==> src/rtl/sm_seq_divider.sv <==
// -----------------------------------------------------------------------------
// sm_seq_divider
// Multi-cycle restoring divider for sign-magnitude operands (1 sign bit on top
// of MAG_W magnitude bits). The magnitudes are divided by shift-and-subtract,
// one quotient bit per clock, MSB first. The signs are then applied: the
// quotient sign is the XOR of the operand signs and the remainder takes the
// dividend sign. A zero magnitude is always given sign 0.
// One operation runs at a time, with a start/done handshake.
//
// Ports
//   clk          rising-edge clock
//   rst          asynchronous reset, active low
//   start        operation request, sampled only while idle
//   dividend     sign-magnitude dividend, captured on an accepted start
//   divisor      sign-magnitude divisor, captured on an accepted start
//   busy         high during the MAG_W iteration cycles
//   done         one-cycle pulse; the result outputs are valid from this cycle
//   quotient     sign-magnitude quotient, held until the next done
//   remainder    sign-magnitude remainder, held until the next done
//   div_by_zero  divisor magnitude was zero, held until the next done
// -----------------------------------------------------------------------------
module sm_seq_divider #(
    parameter int MAG_W = 20
) (
    input  logic             clk,
    input  logic             rst,
    input  logic             start,
    input  logic [MAG_W:0]   dividend,
    input  logic [MAG_W:0]   divisor,
    output logic             busy,
    output logic             done,
    output logic [MAG_W:0]   quotient,
    output logic [MAG_W:0]   remainder,
    output logic             div_by_zero
);

    localparam int CNT_W = (MAG_W > 1) ? $clog2(MAG_W) : 1;

    typedef enum logic [1:0] {
        S_IDLE   = 2'd0,
        S_DIVIDE = 2'd1,
        S_FINISH = 2'd2
    } state_t;

    state_t             state_q;
    logic [CNT_W-1:0]   cnt_q;
    logic [MAG_W:0]     pr_q;       // partial remainder; one extra bit so the shifted value is never truncated
    logic [MAG_W-1:0]   sr_q;       // dividend bits shift out at the top while quotient bits shift in at the bottom
    logic [MAG_W-1:0]   dvs_q;      // captured divisor magnitude
    logic               sa_q;       // dividend sign, already cleared for a zero magnitude
    logic               sb_q;       // divisor sign

    logic               busy_q;
    logic               done_q;
    logic               dbz_q;
    logic [MAG_W:0]     quot_q;
    logic [MAG_W:0]     rem_q;

    // One restoring-division step
    logic [MAG_W:0]     pr_shift_d;
    logic               ge_d;
    logic [MAG_W:0]     pr_d;
    logic [MAG_W-1:0]   sr_d;
    logic [MAG_W-1:0]   rem_mag_d;

    // Values seen at the input ports while idle
    logic               sa_in;
    logic               dvs_zero_in;

    always_comb begin
        pr_shift_d = {pr_q[MAG_W-1:0], sr_q[MAG_W-1]};
        ge_d       = (pr_shift_d >= {1'b0, dvs_q});
        pr_d       = ge_d ? (pr_shift_d - {1'b0, dvs_q}) : pr_shift_d;
        sr_d       = {sr_q[MAG_W-2:0], ge_d};
        // pr is always below the divisor after a step, so the top bit is zero
        rem_mag_d  = pr_d[MAG_W-1:0];
    end

    // -0 as a dividend behaves exactly like +0
    assign sa_in       = dividend[MAG_W] & (|dividend[MAG_W-1:0]);
    assign dvs_zero_in = ~(|divisor[MAG_W-1:0]);

    always_ff @(posedge clk or negedge rst) begin
        if (!rst) begin
            state_q <= S_IDLE;
            cnt_q   <= '0;
            pr_q    <= '0;
            sr_q    <= '0;
            dvs_q   <= '0;
            sa_q    <= 1'b0;
            sb_q    <= 1'b0;
            busy_q  <= 1'b0;
            done_q  <= 1'b0;
            dbz_q   <= 1'b0;
            quot_q  <= '0;
            rem_q   <= '0;
        end else begin
            case (state_q)
                S_IDLE: begin
                    done_q <= 1'b0;
                    if (start) begin
                        sa_q  <= sa_in;
                        sb_q  <= divisor[MAG_W];
                        dvs_q <= divisor[MAG_W-1:0];
                        sr_q  <= dividend[MAG_W-1:0];
                        pr_q  <= '0;
                        cnt_q <= CNT_W'(MAG_W - 1);
                        if (dvs_zero_in) begin
                            // The result is available right away: a saturated
                            // quotient that keeps the combined sign
                            state_q <= S_FINISH;
                            done_q  <= 1'b1;
                            dbz_q   <= 1'b1;
                            quot_q  <= {sa_in ^ divisor[MAG_W], {MAG_W{1'b1}}};
                            rem_q   <= '0;
                        end else begin
                            state_q <= S_DIVIDE;
                            busy_q  <= 1'b1;
                        end
                    end
                end

                S_DIVIDE: begin
                    pr_q  <= pr_d;
                    sr_q  <= sr_d;
                    cnt_q <= cnt_q - 1'b1;
                    if (cnt_q == '0) begin
                        // The last step's results go straight into the output
                        // registers, so they become valid in the same cycle as done
                        state_q <= S_FINISH;
                        busy_q  <= 1'b0;
                        done_q  <= 1'b1;
                        dbz_q   <= 1'b0;
                        quot_q  <= {(sa_q ^ sb_q) & (|sr_d), sr_d};
                        rem_q   <= {sa_q & (|rem_mag_d), rem_mag_d};
                    end
                end

                S_FINISH: begin
                    done_q  <= 1'b0;
                    state_q <= S_IDLE;
                end

                default: begin
                    state_q <= S_IDLE;
                    busy_q  <= 1'b0;
                    done_q  <= 1'b0;
                end
            endcase
        end
    end

    assign busy        = busy_q;
    assign done        = done_q;
    assign quotient    = quot_q;
    assign remainder   = rem_q;
    assign div_by_zero = dbz_q;

endmodule

==> config.mk <==
export PLATFORM = sky130hd
export DESIGN_NAME = sm_seq_divider
export DESIGN_NICKNAME = d
export VERILOG_FILES = /design/src/rtl/sm_seq_divider.sv
export SDC_FILE = /design/constraint.sdc
export NUM_CORES = 1
export LEC_CHECK = 0
export BUFFER_PORTS_ARGS = -buffer_cell sky130_fd_sc_hd__buf_2
export CORE_MARGIN = 2
export CORE_UTILIZATION = 58
export CTS_CLUSTER_DIAMETER = 100
export DETAILED_ROUTE_END_ITERATION = 16
export PLACE_DENSITY_LB_ADDON = 0.12
export RECOVER_POWER = 50
export SLEW_MARGIN = 15
export SYNTH_ARGS = -nofsm -noshare
export SYNTH_HDL_FRONTEND = slang
export SYNTH_SLANG_ARGS = --single-unit
==> constraint.sdc <==
create_clock -name clk -period 3.5 [get_ports clk]
set_input_delay 0.175 -clock clk [delete_from_list [all_inputs] [get_ports clk]]
set_output_delay 0.175 -clock clk [all_outputs]
set_load 0.02 [all_outputs]
# After elaboration in Yosys (flattened, before gate mapping)
# Index checks and enable logic that the tools add are counted.
# totals
out_inout_bits	45
inputBits	45
ff_bits	114
# op_classes
reduce_logical	12
muxes	30
order_cmp	1
n_bitwise	6
addsub	2
eq_ne	6
# op_table
op	count
21-bit 2-to-1 mux	6
21-bit case mux with 2 select lines	2
20-bit case mux with 2 select lines	2
20-bit OR reduction	4
20-bit 2-to-1 mux	3
21-bit by 20-bit greater-or-equal comparator with 1-bit output	1
20-bit subtractor	1
5-bit case mux with 2 select lines	1
1-bit 2-to-1 mux	8
2-bit != test (second input constant)	4
4-bit AND reduction	2
2-bit 2-to-1 mux	3
2-bit AND reduction	3
5-bit zero test	1
5-bit 2-to-1 mux	1
5-bit by 1-bit subtractor with 5-bit output (second input constant)	1
1-bit case mux with 2 select lines	2
2-bit case mux with 2 select lines	1
1-bit AND	3
1-bit case mux with 3 select lines	1
2-bit by 1-bit equality test with 1-bit output (second input constant)	1
2-bit equality test (second input constant)	1
2-bit zero test	1
2-bit nonzero test	1
other kinds (2)	3

# Depth between registers and ports, before layout
# Gate-level depths: netlist of run 1.
# logic_depth
ltp_word	6
depth_mapped	12

# Worst setup path after synthesis of run 1
# No wires, ideal clock.
# synth_path
path_kind	register to register
from	register sr_q[19]
to	register rem_q[20], in the netlist remainder[20]
stages_incl_launch_ff	13
required_time_ns	3.412
slack_ns	0.547
arrival_ns	2.865
path_cell_list	dfrtp_1 > inv_1 > ha_1 > inv_1 > fa_1 > a211oi_2 > o21ai_1 > a221o_2 > a2111oi_2 > a41oi_1 > and3_1 > a31o_2 > a41oi_1
# synth_between
elab_chain_len	6
elab_cells_between_ends	7
classes_between	add/sub: 1; order compare: 1; mux: 3; bitwise: 1; reduce/logical: 1
# synth_rtl
element	line	rtl
start, declared	48	logic [MAG_W-1:0] sr_q;
start signal, assigned	105	sr_q <= dividend[MAG_W-1:0];
start signal, assigned	125	sr_q <= sr_d;
20-bit subtractor or 21-bit by 20-bit greater-or-equal comparator with 1-bit output (tied branches)	73, 72	
20-bit 2-to-1 mux (*)	73	pr_d = ge_d ? (pr_shift_d - {1'b0, dvs_q}) : pr_shift_d;
20-bit OR reduction (*)	135	rem_q <= {sa_q & (|rem_mag_d), rem_mag_d};
1-bit AND (*)	135	
21-bit 2-to-1 mux (*)	127	if (cnt_q == '0) begin
21-bit case mux with 2 select lines (*)	98	case (state_q)
end signal, assigned	135	
end, declared	57	logic [MAG_W:0] rem_q;
# Every way passes the cells marked *; elsewhere a longest branch is shown, timed or not. The select of a mux whose other input is x is not followed.
# A chain may end at the register's enable or synchronous reset.

# Worst setup path in the final report of run 1
# Same ends and word-level chain as after synthesis.

==> results.yml, run 1 <==
run_status:
  outcome: "finished, final reports clean"
synthesis:
  synth.net_count: 758
  synth-seq-cells: 114
  synth-edff-count: 0
  ys_types: 59
  syn_inst: 690
  syn_avg_cell_area_um2: 8.94
  seq_area_frac_synth_pct: 46.2
  synth_ff_type: "dfrtp_1"
  async_flop_share_pct: 100
  synth.area.top_cells: "dfrtp_1, o21ai_0, nand2_1"
  yosysTopAreaCellShare_pct: 46.2
  yosys.area.top_type: "dfrtp_1"
  syn-cell-area_um2: 6170
  yosys_warnings: 0
cts:
  cts_tree: "done"
  clk_pin_slew_ps: 60
  clock_sinks: 114
  numCtsBuffers: 17
  clk_path_buf_depth: 2
  htree_levels: 4
  clock_latency_ps: 520
  cts-root-buf: "clkbuf_8"
  cts_setup_buffers: 0
worst_setup_path:
  cp-end-kind: "flip-flop"
  crit_arrival_ps: 3710
  crit_fanout: 5
  critical_path_buf_inv_count: 2
  cp.required_ps: 3860
  r2r_slack_ps: 160
  critPathMostFrequentCell: "inv_1"
  max_stage_delay_ps: 460
  path_cells: "inv_1 > ha_1 > inv_1 > fa_1 > a211oi_2 > o21ai_1 > a221o_2 > a211oi_1 > o21bai_1 > xor2_1 > o41ai_1 > a41oi_1"
  critPathKind: "reg -> reg"
  critical_path.top_delay_family: "compound AO/OA/AOI/OAI gates"
  start_kind: "flip-flop"
  cp_slowest_cell: "a221o_2"
floorplanning:
  die_area_um2: 11500
  fp.dieW_um: 107
  initial_core_util_pct: 59.8
  rows: 37
  top_level_ports: 90
  die_height_um: 107
  coreArea_um2: 10300
cells_and_area:
  diodes: 0
  instances_no_fill: 965
  nets: 884
  area.growth.synth_to_final_pct: 24.6
  layout-drive-gt1-share_pct: 12.4
pwr:
  p_leak_nw: 3.45
  vdd_ir_drop_max_mv: 0.566
  power_density_nw_per_um2: 1010
global_routing:
  grt_pass1_wl_um: 28800
  gr-usage-all-layers_pct: 32.0
  grt_pass1_vias: 5711
  antenna_found_initial: 0
  grt_max_degree: 55
  grt_overflow: 0
route:
  drt-total-wl_um: 17500
  dr.pass1.iters: 5
  drt-vias-per-instance: 5.99
  ant_nets: 0
  vias: 5784
  drc: 0
  drt_iter0_drc: 657
  wl_per_cell_um: 18.1
sta:
  grt_setup_unrepaired: "no"
  worst_clock_skew_ps: 10.7
  min_period_over_period_pct: 95.5
  fin_ws_ps: 158
  finalSetupViolCount: 0
  fin_tns_setup_ps: 0
  worst_slew_pin_slew_ps: 1460
  fin_hold_ws_ps: 14.0
  max_slew_margin_pct: 2.55
  hold_viol_final: 0
  period_needed_ps: 3340
  drv_slew: 0
  fmax_mhz: 299
place:
  dp_slack_ps: 221
  gp_congestion: 0.940
  place_inst: 895
  dp_hpwl_um: 12000
  port_buffers: 89
job:
  maxCapViolations: 0
min_path:
  hp-class: "in -> reg"
## cell type report
| type | instances | area, um^2 |
|---|---|---|
| multi-input cells | 511 | 3060 |
| well taps | 136 | 170 |
| clock buffers | 19 | 422 |
| fillers | 743 | 2640 |
| clock inverters | 13 | 198 |
| flip-flops and latches | 114 | 2850 |
| inverters | 31 | 116 |
| repair buffers | 141 | 868 |
## cells in the mapped netlist, types with 3 or more instances
library cell,instances
a211oi_1,5
a21o_1,6
a21oi_1,39
a22oi_1,18
a31oi_1,4
a41oi_1,3
and2_1,3
and3_1,3
buf_2,3
clkbuf_1,29
dfrtp_1,114
ha_1,22
inv_1,31
mux2i_1,12
nand2_1,104
nand2b_1,3
nand3_1,5
nand4_1,8
nor2_1,44
nor2b_1,21
nor3_1,8
nor4_1,20
o211ai_1,5
o21a_1,4
o21ai_0,107
o22ai_1,3
or3_1,4
or4_1,5
xnor2_1,10
xor2_1,7
## stage by stage
step	utilization [%]	power [mW]	area [um^2]
3_5_place_dp	65.4	5.84	6750
6_report	74.5	7.73	7690
4_1_cts	75.1	7.74	7750
2_1_floorplan	-	4.77	6170
5_1_grt	74.5	8.27	7690
3_3_place_gp	65.4	5.74	6750
## state kept, by name, summed over array words and instances (netlist names)
register and cells:
sa_q 1, sr_q 20, remainder 21, pr_q 20, done 1, sb_q 1
quotient 21, dvs_q 20, div_by_zero 1, cnt_q 5, busy 1, state_q 2
## layer usage
metal,track usage (%),wire (um)
met5,0,0
met4,8.16,251
met3,6.69,1120
met2,50.9,8380
met1,45.0,7740
## report_power, final
group	switching, mW	internal, mW
sequential	0.385	1.85
combinational	2.38	1.29
clock	0.659	1.17
## logic make-up after synthesis
group,synth area share (%)
AOI/OAI and AO/OA,21.6
buffers and inverters,4.20
muxes,2.56
xor gates and xnor gates,2.41
adders and majority gates,4.79
and+or+nand+nor,18.2
DFF,46.2
## worst min-delay path, stage by stage
cell	delay, ps
buf_2	90
a21oi_1	70
o21ai_0	150
## layout by cell type (no fill, tap or decap), types with 4 or more instances in the layout
cell type,count
xnor2_1,10
ha_1,22
a21oi_1,39
a31oi_1,4
nand4_1,8
buf_2,43
nand3_1,5
a22oi_1,18
clkbuf_16,16
xor2_1,7
clkbuf_1,48
nor3_1,8
buf_4,12
dfrtp_1,114
o21ai_0,106
a211oi_1,5
o21a_1,4
nor2b_1,20
a21o_1,6
nor2_1,44
inv_1,31
nor4_1,20
inv_6,5
or3_1,4
bufinv_16,4
o211ai_1,5
or4_1,5
mux2i_1,12
nand2_1,104
dlygate4sd3_1,38
## final timing paths
kind                       cells past startpoint          start             to
min in group asynchronous                      2            rst       pr_q[16]
max in group asynchronous                      3            rst   remainder[4]
hold reg to reg                                2  remainder[17]  remainder[17]
hold / removal                                 3   dividend[10]       sr_q[10]
setup reg to reg                              12       sr_q[19]  remainder[20]
setup / recovery                              12       sr_q[19]  remainder[20]
## repair_timing
item	in CTS	in global routing
hold buffers	38	0
endpoints found under the hold margin	89	0
endpoints found under the setup margin	0	1
resized for setup	0	1
Note: power is estimated with default switching activity, not from simulation.
==> inputs of run 2 (changes only) <==
--- a/config.mk
+++ b/config.mk
@@ -10,7 +10,7 @@
 export CORE_UTILIZATION = 58
 export CTS_CLUSTER_DIAMETER = 100
 export DETAILED_ROUTE_END_ITERATION = 16
-export PLACE_DENSITY_LB_ADDON = 0.12
+export PLACE_DENSITY = 0.81
 export RECOVER_POWER = 50
 export SLEW_MARGIN = 15
 export SYNTH_ARGS = -nofsm -noshare
==> constraint.sdc (replaced) <==
create_clock -name clk -period 3.14 [get_ports clk]
set_input_delay 0.157 -clock clk [delete_from_list [all_inputs] [get_ports clk]]
set_output_delay 0.157 -clock clk [all_outputs]
set_load 0.02 [all_outputs]
==> run 2 against run 1 <==
Net effect: the flow now finishes with violations (max-capacitance violations, max-slew violations, negative setup slack); core utilization rose by 2.0 points; cell count increased by 2.2%; setup slack worse by 180 ps; sequential power rose by 13%; die area is the same; register-to-register slack got worse by 180 ps; largest cell class unchanged.
==> results.yml, run 2 (synthesized netlist as in run 1, its figures left out) <==
route:
  drt_iter0_drc: 582
  wl_per_cell_um: 18.8
  drt-vias-per-instance: 5.96
  vias: 5873
  dr.pass1.iters: 6
  drt-total-wl_um: 18500
  drc: 0
  ant_nets: 0
pwr:
  power_frac_comb_pct: 49.8
  vdd_ir_drop_max_mv: 0.767
  p_sw_share_pct: 44.4
  pwr-share-clk_pct: 21.8
  seqPwrFrac_pct: 28.5
  p_leak_nw: 3.60
  power_density_nw_per_um2: 1120
  cellInternalPower_mw: 4.91
  p_total_mw: 8.83
  p_switching_mw: 3.92
cells_and_area:
  final_common_cell: "dfrtp_1"
  multi_input_area_um2: 3100
  fin_util_pct: 76.4
  diodes: 0
  nets: 905
  layout-drive-gt1-share_pct: 17.1
  fillCellCount: 759
  seq_area_um2: 2850
  layout_common_cells: "dfrtp_1, o21ai_0, nand2_1"
  final_area_um2: 7890
  area.growth.synth_to_final_pct: 27.9
worst_setup_path:
  critPathKind: "reg -> reg"
  reg2reg_from: "sr_q[19]"
  cp.required_ps: 3520
  crit_arrival_ps: 3540
  r2r_end: "remainder[20]"
  crit_fanout: 5
  start_kind: "flip-flop"
  worstRegToRegCells: 12
  max_stage_delay_ps: 490
  cp_slowest_cell: "a221o_2"
  path_cells: "inv_1 > ha_1 > inv_1 > fa_2 > a211oi_2 > o21ai_2 > a221o_2 > xor2_1 > nor3_1 > a41oi_1 > nor4b_2 > a41oi_1"
  critical_path.top_delay_family: "compound AO/OA/AOI/OAI gates"
  r2r_slack_ps: -20
  critical_path_buf_inv_count: 2
  cp-end-kind: "flip-flop"
global_routing:
  grt_max_degree: 74
  gr-usage-all-layers_pct: 34.1
  grt_use_met1_pct: 45.0
  antenna_found_initial: 0
  gr-usage-met3_pct: 7.54
  grt_overflow: 0
  top_usage_layer: "met2"
  grt_pass1_wl_um: 29800
  grt_pass1_vias: 5833
  grt_util_met2_pct: 53.5
min_path:
  hp-class: "in -> reg"
  min_to: "sr_q[0]"
  min-delay-start: "dividend[0]"
  min_path_cells: 4
cts:
  numCtsBuffers: 17
  clk_path_buf_depth: 2
  clk_pin_slew_ps: 60
  htree_levels: 4
  cts-root-buf: "clkbuf_8"
  clock_sinks: 114
  clock_latency_ps: 530
  cts_tree: "done"
sta:
  hold_viol_final: 0
  finalSetupViolCount: 1
  grt_setup_unrepaired: "yes"
  fmax_mhz: 317
  worst_slew_pin_slew_ps: 1790
  drv_slew: 74
  max_slew_margin_pct: -19.0
  fin_hold_ws_ps: 37.2
  period_needed_ps: 3160
  fin_tns_setup_ps: -17.2
  min_period_over_period_pct: 101
  fin_ws_ps: -17.2
  worst_clock_skew_ps: 10.8
place:
  gp_congestion: 0.918
  dp_hpwl_um: 12400
  port_buffers: 89
  dpl-instance-area_um2: 6900
floorplanning:
  initial_core_util_pct: 59.8
  coreArea_um2: 10300
  die_area_um2: 11500
  fp.dieW_um: 107
  die_height_um: 107
  top_level_ports: 90
  rows: 37
job:
  maxCapViolations: 1
run_status:
  outcome: "finished with violations"
  violations: "max-capacitance violations, max-slew violations, negative setup slack"
[run 2: metrics by stage]
step,setup slack (ps),instances
final,-17.2,986
after floorplan,187,690
after detailed placement,-31.7,911
after global routing,-123,986
after global placement,57.6,911
after CTS,38.6,985
[run 2: power by group through the flow]
stage | Combinational, mW | Clock [mW] | Sequential, mW
6_report | 4.40 | 1.92 | 2.51
3_5_place_dp | 4.19 | 0 | 2.49
2_1_floorplan | 2.65 | 0 | 2.67
5_1_grt | 4.84 | 2.02 | 2.56
3_3_place_gp | 4.08 | 0 | 2.47
4_1_cts | 4.31 | 1.94 | 2.47
[run 2: worst max path at each step]
stage,startpoint,slack [ps],to,cells after the start
6_report,sr_q[19],-20,remainder[20],12
5_1_grt,sr_q[19],-120,remainder[20],12
3_5_place_dp,sr_q[19],-30,remainder[20],12
2_1_floorplan,sr_q[19],190,remainder[20],12
4_1_cts,sr_q[19],40,remainder[20],12
3_3_place_gp,sr_q[19],60,remainder[20],12
[run 2: cell type report]
cell class,count,share of cell area [%]
clock buffers,20,5.39
clock inverters,12,1.98
inverters,31,1.47
multi-input cells,511,39.2
flip-flops and latches,114,36.2
well taps,136,2.16
repair buffers,162,13.6
[run 2: timing repair]
| item | in CTS | in global routing |
|---|---|---|
| gates resized for setup | 1 | 6 |
| gates cloned | 0 | 0 |
| hold buffers | 41 | 0 |
| endpoints found under the hold margin | 112 | 0 |
| setup endpoints to repair | 1 | 6 |
| buffers inserted | 1 | 1 |
| pin swaps | 1 | 5 |
[run 2: per-layer routing]
layer	vias up	routed length, um
met2	237	8810
met1	2803	7850
li1	2766	-
met4	0	750
met3	67	1100
met5	-	0
[run 2: tightest hold or removal path, cell delays in order]
cell	delay [ps]
buf_2	90
or3_1	90
o21ai_0	60
a21oi_1	120
==> inputs of run 3 (changes only) <==
==> constraint.sdc (replaced) <==
create_clock -name clk -period 3.4 [get_ports clk]
set_input_delay 0.17 -clock clk [delete_from_list [all_inputs] [get_ports clk]]
set_output_delay 0.17 -clock clk [all_outputs]
set_load 0.02 [all_outputs]
==> run 3 against run 2 <==
Net effect: the flow finishes with violations (max-capacitance violations, max-slew violations); highest routed layer unchanged; global-route usage up 0.31 points; largest power group unchanged; hold slack better by 52 ps; non-clock buffer count fell by 13; total power shrank 9.2%; setup slack better by 240 ps; final area decreased by 1.8%.
==> results.yml, run 3 (synthesized netlist as in run 1, its figures left out) <==
cts:
  numCtsBuffers: 17
  clk_path_buf_depth: 2
  clock_sinks: 114
  cts-root-buf: "clkbuf_8"
  cts_tree: "done"
  clk_pin_slew_ps: 60
  htree_levels: 4
  clock_latency_ps: 530
  cts_setup_buffers: 0
sta:
  fin_tns_setup_ps: 0
  period_needed_ps: 3170
  fin_hold_ws_ps: 89.0
  max_slew_margin_pct: -43.4
  fin_ws_ps: 226
  min_period_over_period_pct: 93.4
  grt_setup_unrepaired: "no"
  hold_viol_final: 0
  fmax_mhz: 315
  drv_slew: 88
  finalSetupViolCount: 0
  worst_clock_skew_ps: 20.2
  worst_slew_pin_slew_ps: 2150
place:
  dp_hpwl_um: 12300
  port_buffers: 89
  place_inst: 899
  gp_congestion: 0.909
  dp_slack_ps: 138
  dpl-instance-area_um2: 6790
global_routing:
  grt_overflow: 0
  grt_pass1_wl_um: 30500
  gr-usage-all-layers_pct: 34.4
  grt_max_degree: 88
  grt_pass1_vias: 6026
  antenna_found_initial: 0
worst_setup_path:
  cp-end-kind: "flip-flop"
  cp_slowest_cell: "a221o_2"
  max_stage_delay_ps: 440
  critical_path.top_delay_family: "compound AO/OA/AOI/OAI gates"
  path_cells: "inv_1 > ha_1 > inv_1 > fa_1 > a211oi_2 > o21ai_2 > a221o_2 > a2111oi_2 > a41oi_1 > and3_1 > a31o_2 > a41oi_1"
  crit_arrival_ps: 3610
  critical_path_buf_inv_count: 2
  cp.required_ps: 3830
  critPathKind: "reg -> reg"
  crit_fanout: 5
  start_kind: "flip-flop"
run_status:
  outcome: "finished with violations"
  violations: "max-capacitance violations, max-slew violations"
cells_and_area:
  final_common_cell: "dfrtp_1"
  layout_common_cells: "dfrtp_1, o21ai_0, nand2_1"
  diodes: 0
  fin_util_pct: 75.1
  layout-drive-gt1-share_pct: 15.4
  nets: 892
  final_area_um2: 7750
  instances_no_fill: 972
  area.growth.synth_to_final_pct: 25.7
floorplanning:
  coreArea_um2: 10300
  initial_core_util_pct: 59.8
  die_area_um2: 11500
  top_level_ports: 90
  die_height_um: 107
  rows: 37
  fp.dieW_um: 107
job:
  maxCapViolations: 1
route:
  drt-vias-per-instance: 6.09
  vias: 5916
  dr.pass1.iters: 6
  drt_iter0_drc: 523
  drt-total-wl_um: 18600
  ant_nets: 0
  wl_per_cell_um: 19.2
  drc: 0
min_path:
  hp-class: "in -> reg"
pwr:
  vdd_ir_drop_max_mv: 0.608
  power_density_nw_per_um2: 1030
  p_total_mw: 8.02
  p_leak_nw: 3.55
-- run 3: changes by cell type in the layout (fill, tap and decap cells not counted), sizes merged --
cell,delta
buf,-10
clkbuf,-2
clkinv,+3
clkinvlp,-3
inv,-2
-- run 3: final cells by class --
cell class                      count  area, um^2
Multi-Input combinational cell    511        3060
Sequential cell                   114        2850
Fill cell                         755        2570
Timing Repair Buffer              149         976
Clock buffer                       21         439
Tap cell                          136         170
Clock inverter                     10         135
Inverter                           31         116
-- run 3: worst paths after layout --
check	slack (ps)	endpoint	startpoint	cells past startpoint
max in group asynchronous	930	quotient[19]	rst	3
worst min register to register	480	quotient[10]	quotient[10]	2
worst max-delay path	230	remainder[20]	sr_q[19]	12
worst min-delay path	90	sr_q[0]	dividend[0]	4
min in group asynchronous	810	remainder[8]	rst	2
worst max register to register	230	remainder[20]	sr_q[19]	12
-- run 3: where the power goes --
group	switching, mW	total [mW]	internal (mW)
clock	0.635	1.76	1.13
sequential	0.425	2.33	1.90
combinational	2.51	3.93	1.41
-- run 3: worst min-delay path: cells and delay by family --
family                 cells  cell delay, ps
buffers and inverters      1             100
and+or+nand+nor            1             100
AOI/OAI and AO/OA          2             190
-- run 3: timing repair --
action	4_1_cts	5_1_grt
hold buffers	41	0
resized for setup	0	3
hold endpoints to repair	125	0
setup endpoints to repair	0	21
-- run 3: routing by layer --
metal  GRT usage [%]  up-vias  share of wire (%)
met3            7.11       69                7.1
met1            44.3     2845                 41
met5               0        -                  0
li1                -     2724                  -
met4            17.0        0                4.0
met2            55.2      278                 48
